File: config.mk
export PLATFORM = sky130hd
export DESIGN_NAME = regfile_wb_arbiter
export DESIGN_NICKNAME = d
export VERILOG_FILES = /design/src/rtl/regfile_wb_arbiter.sv
export SDC_FILE = /design/constraint.sdc
export NUM_CORES = 1
export LEC_CHECK = 0
export ABC_AREA = 1
export BUFFER_PORTS_ARGS = -buffer_cell sky130_fd_sc_hd__buf_2
export CORE_MARGIN = 5
export CORE_UTILIZATION = 40
export DETAILED_ROUTE_END_ITERATION = 7
export GPL_TIMING_DRIVEN = 0
export PLACE_DENSITY_LB_ADDON = 0.08
export SLEW_MARGIN = 20
export SYNTH_ARGS = -nofsm -noshare
export SYNTH_HDL_FRONTEND = slang
export SYNTH_SLANG_ARGS = --single-unit
File: constraint.sdc
create_clock -name clk -period 3.53 [get_ports clk]
set_input_delay 0.353 -clock clk [delete_from_list [all_inputs] [get_ports clk]]
set_output_delay 0.353 -clock clk [all_outputs]
set_load 0.03 [all_outputs]
File: src/rtl/regfile_wb_arbiter.sv
// Round-robin write-back arbiter: two FIFO-fed producers share the regfile write port, r15 is routed to pc_we.
// Head granted the cycle after enqueue into registered outputs; a full port FIFO drops its ready until its head retires.
module wb_fifo #(
  parameter int DEPTH = 2,
  parameter int DW    = 32
) (
  input  logic          i_clk,
  input  logic          i_rst_n,
  input  logic          i_push,
  input  logic [3:0]    i_addr,
  input  logic [DW-1:0] i_data,
  input  logic          i_pop,
  output logic          o_empty,
  output logic          o_full,
  output logic [3:0]    o_head_addr,
  output logic [DW-1:0] o_head_data,
  output logic [15:0]   o_addr_mask
);
  localparam int AW = $clog2(DEPTH);
  localparam logic [AW:0] PTR_ONE = {{AW{1'b0}}, 1'b1};

  logic [AW:0]   r_wr_ptr;
  logic [AW:0]   r_rd_ptr;
  logic [3:0]    r_addr_mem [DEPTH];
  logic [DW-1:0] r_data_mem [DEPTH];
  logic [AW:0]   w_count;
  logic [AW-1:0] w_off;

  assign o_empty     = (r_wr_ptr == r_rd_ptr);
  assign o_full      = (r_wr_ptr[AW] != r_rd_ptr[AW]) && (r_wr_ptr[AW-1:0] == r_rd_ptr[AW-1:0]);
  assign o_head_addr = r_addr_mem[r_rd_ptr[AW-1:0]];
  assign o_head_data = r_data_mem[r_rd_ptr[AW-1:0]];
  assign w_count     = r_wr_ptr - r_rd_ptr;

  always_ff @(posedge i_clk) begin
    if (!i_rst_n) begin
      r_wr_ptr <= '0;
      r_rd_ptr <= '0;
    end else begin
      if (i_push) r_wr_ptr <= r_wr_ptr + PTR_ONE;
      if (i_pop)  r_rd_ptr <= r_rd_ptr + PTR_ONE;
    end
  end

  always_ff @(posedge i_clk) begin
    if (i_push) begin
      r_addr_mem[r_wr_ptr[AW-1:0]] <= i_addr;
      r_data_mem[r_wr_ptr[AW-1:0]] <= i_data;
    end
  end

  // A slot is live when its distance from the read pointer is below the occupancy.
  always_comb begin
    o_addr_mask = '0;
    w_off       = '0;
    for (int i = 0; i < DEPTH; i++) begin
      w_off = AW'(i) - r_rd_ptr[AW-1:0];
      if ({1'b0, w_off} < w_count) o_addr_mask[r_addr_mem[i]] = 1'b1;
    end
  end
endmodule

module regfile_wb_arbiter #(
  parameter int DEPTH = 2,
  parameter int DW    = 32
) (
  input  logic          clk,
  input  logic          reset,
  input  logic          a_valid,
  output logic          a_ready,
  input  logic [3:0]    a_addr,
  input  logic [DW-1:0] a_data,
  input  logic          b_valid,
  output logic          b_ready,
  input  logic [3:0]    b_addr,
  input  logic [DW-1:0] b_data,
  output logic          we3,
  output logic [3:0]    a3,
  output logic [DW-1:0] wd3,
  output logic          pc_we,
  output logic [DW-1:0] pc_wd,
  output logic [15:0]   pending,
  output logic          order_err
);
  logic          w_a_push, w_b_push, w_a_empty, w_b_empty, w_a_full, w_b_full;
  logic          w_grant_a, w_grant_b;
  logic [3:0]    w_a_head_addr, w_b_head_addr, w_sel_addr;
  logic [DW-1:0] w_a_head_data, w_b_head_data, w_sel_data;
  logic [15:0]   w_a_mask, w_b_mask;
  logic          r_last_b, r_we3, r_pc_we, r_order_err;
  logic [3:0]    r_a3;
  logic [DW-1:0] r_wd3, r_pc_wd;

  assign a_ready  = !w_a_full && reset;
  assign b_ready  = !w_b_full && reset;
  assign w_a_push = a_valid && a_ready;
  assign w_b_push = b_valid && b_ready;

  wb_fifo #(.DEPTH(DEPTH), .DW(DW)) u_fifo_a (
    .i_clk(clk), .i_rst_n(reset), .i_push(w_a_push), .i_addr(a_addr), .i_data(a_data),
    .i_pop(w_grant_a), .o_empty(w_a_empty), .o_full(w_a_full),
    .o_head_addr(w_a_head_addr), .o_head_data(w_a_head_data), .o_addr_mask(w_a_mask)
  );

  wb_fifo #(.DEPTH(DEPTH), .DW(DW)) u_fifo_b (
    .i_clk(clk), .i_rst_n(reset), .i_push(w_b_push), .i_addr(b_addr), .i_data(b_data),
    .i_pop(w_grant_b), .o_empty(w_b_empty), .o_full(w_b_full),
    .o_head_addr(w_b_head_addr), .o_head_data(w_b_head_data), .o_addr_mask(w_b_mask)
  );

  // On contention the port that did not win last time goes first.
  always_comb begin
    w_grant_a  = !w_a_empty && (w_b_empty || r_last_b);
    w_grant_b  = !w_b_empty && (w_a_empty || !r_last_b);
    w_sel_addr = w_grant_a ? w_a_head_addr : w_b_head_addr;
    w_sel_data = w_grant_a ? w_a_head_data : w_b_head_data;
  end

  always_ff @(posedge clk) begin
    if (!reset) begin
      r_last_b    <= 1'b1;
      r_we3       <= 1'b0;
      r_a3        <= '0;
      r_wd3       <= '0;
      r_pc_we     <= 1'b0;
      r_pc_wd     <= '0;
      r_order_err <= 1'b0;
    end else begin
      r_we3   <= 1'b0;
      r_pc_we <= 1'b0;
      if (w_grant_a || w_grant_b) begin
        r_last_b <= w_grant_b;
        if (w_sel_addr == 4'd15) begin
          r_pc_we <= 1'b1;
          r_pc_wd <= w_sel_data;
          r_a3    <= '0;
        end else begin
          r_we3 <= 1'b1;
          r_a3  <= w_sel_addr;
          r_wd3 <= w_sel_data;
        end
      end
      if (w_a_push && w_b_push && (a_addr == b_addr)) r_order_err <= 1'b1;
    end
  end

  always_comb begin
    pending = w_a_mask | w_b_mask;
    if (r_we3)   pending[r_a3] = 1'b1;
    if (r_pc_we) pending[15]   = 1'b1;
  end

  assign we3       = r_we3;
  assign a3        = r_a3;
  assign wd3       = r_wd3;
  assign pc_we     = r_pc_we;
  assign pc_wd     = r_pc_wd;
  assign order_err = r_order_err;
endmodule

==> metrics.cfg, run 1 <==
[timing]
drv_slew=0
fmax_mhz=329
fin_crit_sh_pct=86.2
max-slew-margin-rel_pct=50.6
fin_crit_ns=3.04
worst_slew_pin_slew_ns=0.733
rsz0062_at_grt=no
setup_violations=0
hold_viol=0
clock_skew_ns=0.0186

[layout]
drive_above_1_share_pct=22.7
area_delta_synth_final_pct=23.7
antennaDiodeCount=0
final_core_utilization_pct=49.7
n_fill_cell=2417
nets=1318
fin_cells=1585

[synth]
synth_edf_count=144
ys.flop_type=edfxtp_1
synth.cell_area_sq_um=10000
ys_async_sr_fraction_pct=0
yosysWarnings=0
syn_avg_cell_area_sq_um=9.79
netlist_instances=1025
synthMuxAreaShare_pct=6.78
ys_seq_area_share_pct=59.4
syn-num-nets=1107
synth_top_family_by_area=simple AND/OR/NAND/NOR gates
yosys.area_share.simple_pct=18.6
ys_ff_latch=226
synth_fa_ha_area_share_pct=0.748
synth_compound_area_share_pct=6.58
synth_xor_area_share_pct=0.511
netlist-cell-type-count=36

[critical_path]
regToRegSetupSlack_ns=0.88
r2r_start=u_fifo_b.r_rd_ptr[0]
crit_start=u_fifo_b.r_wr_ptr[0]
cp-start-kind=flop
cp.required_ns=3.18
worstPathCellList=inv_1 -> ha_1 -> inv_1 -> ha_1 -> nor2_1 -> inv_1 -> a32o_1 -> a21oi_1 -> o211ai_1 -> buf_2
worstSetupPathType=reg2out
cp-end-kind=output pin
r2r_end=wd3[28]
critical_path_arrival_ns=2.69
crit_path_max_incr_delay_ns=0.42
cpMostUsedCell=inv_1
reg2regPathDepth=12
cp_max_fo=8
crit_slowest_cell=dfxtp_1

[job]
cap_violations=0

[drt]
vias=7630
drt_wl_total_mm=27.5
via_per_inst=4.81
ant_nets=0
wl_per_cell_um=17.4
drt_iter0_drc=535
drt_first_pass_iters=5
route.detailed.drc=0

[outcome]
status=finished clean

[clocking]
clock_latency_ns=0.53
clockBufferDepth=3
cts_resized=0
htree_levels=1
clockRootBuffer=clkbuf_16
clk_pin_slew_ns=0.06
cts_tree=yes
cts_buffers=25
clkSinkCount=226

[power_and_ir_drop]
ir_drop_mv=0.472
powerDensity_nw_per_um2=946
p_leak_nw=5.35
finalPower_mw=11.7

[place]
dp.cells=1523
dp_hpwl_mm=21.0
gp_congestion=0.867
io_buffers=163

[global_route]
grt_max_degree=33
grt_overflow=0
grt_pass1_wl_mm=41.7
grt_antenna_before_repair=0
track_usage_pct=18.9
grt_pass1_vias=7139

[hold_path]
min_to=u_fifo_b.r_data_mem[1][13]
hold_path.class=in2reg
hold_start=b_data[13]
whs_path_depth=1

[floorplanning]
ios=165
dieWidth_um=168
die-height_um=168
rows=58
start_util_pct=40.2
core_sq_um=25000
die_area_sq_um=28400

-- synth_stat cells (3+ instances only) --
master / count / area (sq um)
o2111ai_1: 4 / 35.0
dfxtp_1: 82 / 1640
edfxtp_1: 144 / 4320
a22oi_1: 3 / 22.5
nand2_2: 4 / 25.0
buf_4: 6 / 45.0
nand3_1: 90 / 450
mux2i_1: 32 / 320
inv_1: 124 / 465
ha_1: 6 / 75.1
buf_6: 7 / 78.8
a21oi_1: 48 / 240
mux2_2: 32 / 360
o21ai_0: 45 / 225
nand3b_1: 3 / 22.5
clkbuf_1: 11 / 41.3
nor3_1: 14 / 70.1
o311ai_0: 3 / 26.3
a32oi_1: 7 / 61.3
nand4_1: 6 / 37.5
buf_1: 9 / 33.8
a31oi_1: 4 / 25.0
nor2_1: 100 / 375
nand2_1: 207 / 777
buf_2: 15 / 75.1
xor2_1: 4 / 35.0
-- state kept, by name (all words and copies together), names as in the netlist, named ones only --
| register | cells |
|---|---|
| u_fifo_b.r_rd_ptr | 2 |
| u_fifo_a.r_addr_mem | 8 |
| u_fifo_b.r_addr_mem | 8 |
| pc_wd | 32 |
| u_fifo_a.r_wr_ptr | 2 |
| r_last_b | 1 |
| u_fifo_b.r_data_mem | 64 |
| order_err | 1 |
| u_fifo_a.r_data_mem | 64 |
| wd3 | 32 |
| pc_we | 1 |
| u_fifo_b.r_wr_ptr | 2 |
| a3 | 4 |
| u_fifo_a.r_rd_ptr | 2 |
| we3 | 1 |
-- routing by layer --
metal / part of all wire (%) / GRT usage [%] / vias to the layer above
li1: - / - / 3863
met1: 47 / 27.8 / 3536
met5: 0 / 0 / -
met2: 46 / 29.9 / 202
met4: 1.6 / 3.88 / 0
met3: 5.9 / 2.75 / 29
-- placed cells by master, fill, tap and decap left out, drive strengths merged --
master and instances:
a21oi 48, a22oi 3, a31oi 4, a32o 1
a32oi 7, buf 205, bufinv 4, clkbuf 46
clkinv 4, clkinvlp 1, dfxtp 82, dlygate4sd3 16
edfxtp 144, ha 6, inv 127, mux2 32
mux2i 32, nand2 213, nand3 92, nand3b 3
nand4 6, nor2 104, nor3 14, nor4 1
o2111ai 4, o211ai 2, o21ai 45, o311ai 3
or2 1, xnor2 1, xor2 4
-- cell type report --
type | instances | area (sq um) | share of cell area [%]
tap | 330 | 413 | 3.32
buffer | 48 | 274 | 2.21
inverter | 125 | 469 | 3.78
clock inverter | 11 | 161 | 1.30
timing repair buffer | 184 | 1080 | 8.72
multi-input combinational | 626 | 3350 | 26.9
sequential | 226 | 5970 | 48.0
clock buffer | 35 | 707 | 5.69
-- cell families (layout without fill, tap and decap cells) --
logic type / Yosys count / after routing
compound gates: 117 / 117
simple gates: 434 / 434
flops: 226 / 226
buf+inv: 173 / 403
xor+xnor: 5 / 5
fa+ha+maj: 6 / 6
mux: 64 / 64
-- through the flow --
stage	hold WS, ns	setup slack (ns)	instance area, sq um	TNS, ns
detailed placement	0.461	0.940	11400	0
floorplan	0.452	0.521	10000	0
finish	0.0193	0.489	12400	0
CTS	0.000187	0.487	12400	0
global placement	0.458	-0.899	11300	-55.08
global route	0.00248	0.311	12400	0
-- where the power goes --
| group | leakage [nW] | internal (mW) | switching (mW) |
|---|---|---|---|
| registers | 2.00 | 3.31 | 0.271 |
| logic | 2.93 | 1.70 | 3.75 |
| clock network | 0.423 | 1.69 | 1.03 |
| total | 5.35 | 6.70 | 5.05 |
-- what timing repair did --
item	CTS	global route
hold buffers	12	4
endpoints found under the setup margin	0	0
hold endpoints to repair	24	8
buffers inserted	0	0
-- how the worst max path moves through the flow --
stage	end
floorplan	u_fifo_b.r_addr_mem[0][0]
global placement	u_fifo_b.r_data_mem[0][9]
detailed placement	wd3[31]
CTS	pending[1]
global route	pending[1]
finish	pending[1]
-- worst max-delay path: cells and delay by family (launching register included) --
family / cells / cell delay [ns]
compound gates: 3 / 0.57
fa+ha+maj: 2 / 0.39
buf+inv: 4 / 0.53
simple gates: 1 / 0.24
flops: 1 / 0.42
Note: power is estimated with default switching activity, not from simulation.
==> run 2: changes to the inputs <==
Settings changed: CORE_UTILIZATION 40 to 30, CTS_CLUSTER_SIZE set to 28.
==> metrics.cfg, run 2 (same netlist as run 1, synthesis figures left out) <==
[drt]
wl_per_cell_um=17.9  ; was 17.4 um
ant_nets=0  ; unchanged
drt_iter0_drc=312  ; was 535
drt_first_pass_iters=5  ; unchanged
drt_wl_total_mm=30.9  ; was 27.5 mm
via_per_inst=4.49  ; was 4.81
route.detailed.drc=0  ; unchanged
vias=7751  ; was 7630

[outcome]
status=finished clean  ; unchanged

[critical_path]
cp.required_ns=3.18  ; about the same
cp-start-kind=flop  ; unchanged
critical_path_arrival_ns=2.73  ; was 2.69 ns
worstSetupPathType=reg2out  ; unchanged
cp-end-kind=output pin  ; unchanged
cp_max_fo=8  ; unchanged

[power_and_ir_drop]
intPower_mw=6.60  ; was 6.70 mW
p_leak_nw=5.45  ; was 5.35 nW
swShare_pct=44.0  ; was 43.0%
pwr-share-clk_pct=22.6  ; was 23.1%
powerDensity_nw_per_um2=921  ; was 946 nW/um^2
seqPwrFrac_pct=30.3  ; was 30.5%
p_sw_mw=5.18  ; was 5.05 mW
combinationalPowerShare_pct=47.1  ; was 46.4%
ir_drop_mv=0.389  ; was 0.472 mV

[layout]
final_common_cell=nand2_1  ; unchanged
final_cell_mix=nand2_1 (207), buf_2 (178), edfxtp_1 (144)  ; unchanged
antennaDiodeCount=0  ; unchanged
design_area_sq_um=12800  ; was 12400 sq um
n_fill_cell=3408  ; was 2417
drive_above_1_share_pct=22.6  ; was 22.7%
nets=1341  ; was 1318
area_delta_synth_final_pct=27.3  ; was 23.7%
final_core_utilization_pct=38.4  ; was 49.7%

[global_route]
grt_overflow=0  ; unchanged
grt_pass1_wl_mm=46.1  ; was 41.7 mm
grt_pass1_vias=7709  ; was 7139
track_usage_pct=16.4  ; was 18.9%
grt_antenna_before_repair=0  ; unchanged
grt_max_degree=29  ; was 33

[clocking]
clkSinkCount=226  ; unchanged
cts_setup_buffers=0  ; unchanged
clock_latency_ns=0.54  ; was 0.53 ns
clockRootBuffer=clkbuf_16  ; unchanged
htree_levels=1  ; unchanged
cts_buffers=27  ; was 25
cts_tree=yes  ; unchanged
clk_pin_slew_ns=0.06  ; about the same
clockBufferDepth=3  ; unchanged

[floorplanning]
dieWidth_um=193  ; was 168 um
core_sq_um=33300  ; was 25000 sq um
die-height_um=193  ; was 168 um
start_util_pct=30.2  ; was 40.2%
die_area_sq_um=37200  ; was 28400 sq um
rows=67  ; was 58
ios=165  ; unchanged

[place]
placed_area_sq_um=11600  ; was 11400 sq um
io_buffers=163  ; unchanged
gp_congestion=0.840  ; was 0.867
dp_hpwl_mm=23.5  ; was 21.0 mm

[timing]
drv_slew=0  ; unchanged
fmax_mhz=324  ; was 329 MHz
fin_tns_setup_ns=0  ; unchanged
fin_crit_sh_pct=87.4  ; was 86.2%
setup_violations=0  ; unchanged
hold_viol=0  ; unchanged
max-slew-margin-rel_pct=43.9  ; was 50.6%
clock_skew_ns=0.0181  ; was 0.0186 ns
fin_crit_ns=3.09  ; was 3.04 ns
rsz0062_at_grt=no  ; unchanged
worst_slew_pin_slew_ns=0.834  ; was 0.733 ns

[job]
cap_violations=0  ; unchanged

[hold_path]
hold_path.class=in2reg  ; unchanged

==> run 2: cell count changes in the layout (fill, tap and decap cells not counted), sizes merged <==
cell / change
dlygate4sd3: +21
clkbuf: -3
bufinv: -2
clkinv: +10
clkinvlp: -1
==> run 2: critical path, cell delays in order (launching register included) <==
cell	delay (ns)
dfxtp_1	0.40
inv_1	0.08
ha_1	0.18
inv_1	0.05
ha_1	0.21
nor2_1	0.32
inv_1	0.22
a32o_1	0.27
a21oi_1	0.12
o211ai_1	0.12
buf_2	0.20
==> run 2: through the flow <==
stage,setup WS [ns],std cells,hold slack (ns),total power [mW]
finish,0.444,1728,0.0259,11.8
global route,0.158,1728,0.00505,12.7
CTS,0.386,1727,0.00186,12.0
detailed placement,0.979,1641,0.463,9.23
global placement,-1.24,1636,0.457,9.20
floorplan,0.521,1025,0.452,7.41
==> run 2: per-layer routing <==
metal  part of all wire [%]  GRT usage, %
met1                     47          22.8
met2                     47          27.1
met3                    4.2          2.27
met4                    2.5          4.08
met5                      0             0
==> run 2: power groups by stage <==
stage,sequential (mW),clock (mW),combinational (mW)
floorplan,4.21,0,3.20
global placement,3.65,0,5.55
detailed placement,3.63,0,5.59
CTS,3.58,2.74,5.64
global route,3.63,2.85,6.17
finish,3.57,2.66,5.55
==> run 2: timing repair <==
action,4_1_cts,5_1_grt
endpoints found under the hold margin,70,1
resized for setup,0,0
hold buffers,36,1
==> run 2: worst paths after layout <==
path / start / end / slack (ns) / cells past startpoint
worst max-delay path: u_fifo_b.r_wr_ptr[0] / pending[1] / 0.44 / 10
worst min-delay path: a_data[4] / u_fifo_a.r_data_mem[0][4] / 0.03 / 1
worst max register to register: u_fifo_a.r_rd_ptr[0] / u_fifo_a.r_data_mem[0][8] / 1.01 / 8
worst min register to register: wd3[27] / wd3[27] / 0.47 / 2
==> run 2: area by class of cell <==
| cell class | count | area, sq um | area share, % |
|---|---|---|---|
| timing repair buffer | 205 | 1320 | 10.3 |
| clock buffer | 32 | 704 | 5.51 |
| buffer | 48 | 274 | 2.14 |
| inverter | 125 | 469 | 3.67 |
| clock inverter | 18 | 146 | 1.15 |
| sequential | 226 | 5970 | 46.7 |
| tap | 448 | 561 | 4.39 |
| multi-input combinational | 626 | 3350 | 26.2 |
==> run 3: changes to the inputs <==
Clock period 3.53 ns to 3.1 ns, I/O delays scaled along.
==> metrics.cfg, run 3 (same netlist as run 1, synthesis figures left out) <==
[drt]
ant_nets=0  ; unchanged
vias=7881  ; was 7751
top_layer=met4  ; unchanged
wl_per_cell_um=17.7  ; was 17.9 um
drt_wl_total_mm=31.1  ; was 30.9 mm
wl_met1_mm=14.3  ; was 14.4 mm
via_per_inst=4.48  ; was 4.49
drt_iter0_drc=346  ; was 312
drt_first_pass_iters=5  ; unchanged
dr_wl_met3_mm=1.46  ; was 1.29 mm
route.detailed.drc=0  ; unchanged
met2_length_mm=14.7  ; was 14.5 mm

[layout]
antennaDiodeCount=0  ; unchanged
fin_cells=1759  ; was 1728
nets=1372  ; was 1341
final_common_cell=nand2_1  ; unchanged
design_area_sq_um=13100  ; was 12800 sq um
area_delta_synth_final_pct=30.5  ; was 27.3%
final_cell_mix=nand2_1 (207), buf_2 (178), edfxtp_1 (144)  ; unchanged
drive_above_1_share_pct=22.1  ; was 22.6%

[place]
dp_hpwl_mm=23.5  ; unchanged
place_ws_ns=0.579  ; was 0.979 ns
gp_congestion=0.840  ; unchanged
io_buffers=163  ; unchanged
dp.cells=1641  ; unchanged
placed_area_sq_um=11600  ; unchanged

[clocking]
clockBufferDepth=3  ; unchanged
cts_setup_buffers=0  ; unchanged
htree_levels=1  ; unchanged
cts_buffers=27  ; unchanged
clock_latency_ns=0.54  ; about the same
cts_tree=yes  ; unchanged
clockRootBuffer=clkbuf_16  ; unchanged
clkSinkCount=226  ; unchanged
clk_pin_slew_ns=0.06  ; about the same

[global_route]
grt_overflow=0  ; unchanged
grt_max_degree=29  ; unchanged
grt_pass1_wl_mm=46.6  ; was 46.1 mm
grt_pass1_vias=7835  ; was 7709
grt_antenna_before_repair=0  ; unchanged
track_usage_pct=16.5  ; was 16.4%

[timing]
max-slew-margin-rel_pct=41.6  ; was 43.9%
setup_violations=0  ; unchanged
fin_crit_ns=2.88
setup_slack_ns=0.224  ; was 0.444 ns
rsz0062_at_grt=no  ; unchanged
hold_viol=0  ; unchanged
worst_slew_pin_slew_ns=0.868  ; was 0.834 ns
fin_tns_setup_ns=0  ; unchanged
fin_crit_sh_pct=92.8
fmax_mhz=348
clock_skew_ns=0.0168  ; was 0.0181 ns
drv_slew=0  ; unchanged

[hold_path]
hold_path.class=in2reg  ; unchanged

[floorplanning]
die-height_um=193  ; unchanged
die_area_sq_um=37200  ; unchanged
core_sq_um=33300  ; unchanged
rows=67  ; unchanged
start_util_pct=30.2  ; unchanged
dieWidth_um=193  ; unchanged
ios=165  ; unchanged

[power_and_ir_drop]
p_leak_nw=5.58  ; was 5.45 nW
ir_drop_mv=0.445  ; was 0.389 mV
swShare_pct=43.9  ; was 44.0%
intPower_mw=7.55  ; was 6.60 mW
combinationalPowerShare_pct=47.3  ; was 47.1%
p_sw_mw=5.90  ; was 5.18 mW
seqPwrFrac_pct=30.2  ; was 30.3%
pwr-share-clk_pct=22.5  ; was 22.6%
powerDensity_nw_per_um2=1030  ; was 921 nW/um^2

[critical_path]
worstSetupPathType=reg2out  ; unchanged
cp-end-kind=output pin  ; unchanged
cp_max_fo=4  ; was 8
regToRegSetupSlack_ns=0.58  ; was 1.01 ns
cp.required_ns=2.79  ; was 3.18 ns
critical_path_arrival_ns=2.57  ; was 2.73 ns
cp-start-kind=flop  ; unchanged

[outcome]
status=finished clean  ; unchanged

[job]
cap_violations=0  ; unchanged

## run 3: cell count changes in the layout (fill, tap and decap cells not counted)
cell           previous run  this run
dlygate4sd3_1            37        68
nor2_1                   98        97
nor2_4                    4         5
## run 3: path summary, 6_finish.rpt
path	to	cells after the start	startpoint
max	pending[12]	8	u_fifo_a.r_wr_ptr[0]
max reg2reg	u_fifo_a.r_data_mem[0][8]	8	u_fifo_a.r_rd_ptr[0]
min reg2reg	wd3[27]	2	wd3[27]
min	u_fifo_a.r_data_mem[1][31]	1	a_data[31]
## run 3: layout make-up
class,count,area (sq um)
well taps,448,561
clock buffers,32,704
repair buffers,236,1630
multi-input cells,626,3350
fillers,3368,20200
inverters,125,469
clock inverters,18,146
flip-flops and latches,226,5970
plain buffers,48,274
## run 3: critical path: stages (launching register included)
cell	delay, ns
dfxtp_1	0.35
inv_1	0.09
ha_1	0.14
inv_1	0.04
ha_1	0.22
nor3_1	0.58
a22oi_1	0.26
nand4_1	0.14
buf_2	0.21
## run 3: what timing repair did
action                                  4_1_cts  5_1_grt
cloned                                        0        0
endpoints found under the setup margin        1        1
endpoints found under the hold margin       136        0
hold buffers                                 68        0
resized for setup                             1        1
## run 3: power groups by stage
stage / clock network [mW] / registers (mW) / logic, mW
2_1_floorplan: 0 / 4.79 / 3.65
3_3_place_gp: 0 / 4.15 / 6.32
3_5_place_dp: 0 / 4.14 / 6.37
4_1_cts: 3.12 / 4.08 / 6.45
5_1_grt: 3.25 / 4.13 / 7.08
6_report: 3.02 / 4.06 / 6.36
## run 3: stage by stage
| stage | util, % | hold slack (ns) | power, mW |
|---|---|---|---|
| after floorplan | - | 0.409 | 8.44 |
| after global placement | 34.3 | 0.457 | 10.5 |
| after detailed placement | 34.7 | 0.463 | 10.5 |
| after CTS | 39.3 | 0.00301 | 13.7 |
| after global routing | 39.4 | 0.00713 | 14.5 |
| final | 39.4 | 0.0192 | 13.4 |
## run 3: per-layer routing
layer	GRT usage, %	vias to the layer above
li1	-	3986
met2	27.5	191
met4	4.08	0
met3	2.20	49
met1	22.9	3655
met5	0	-
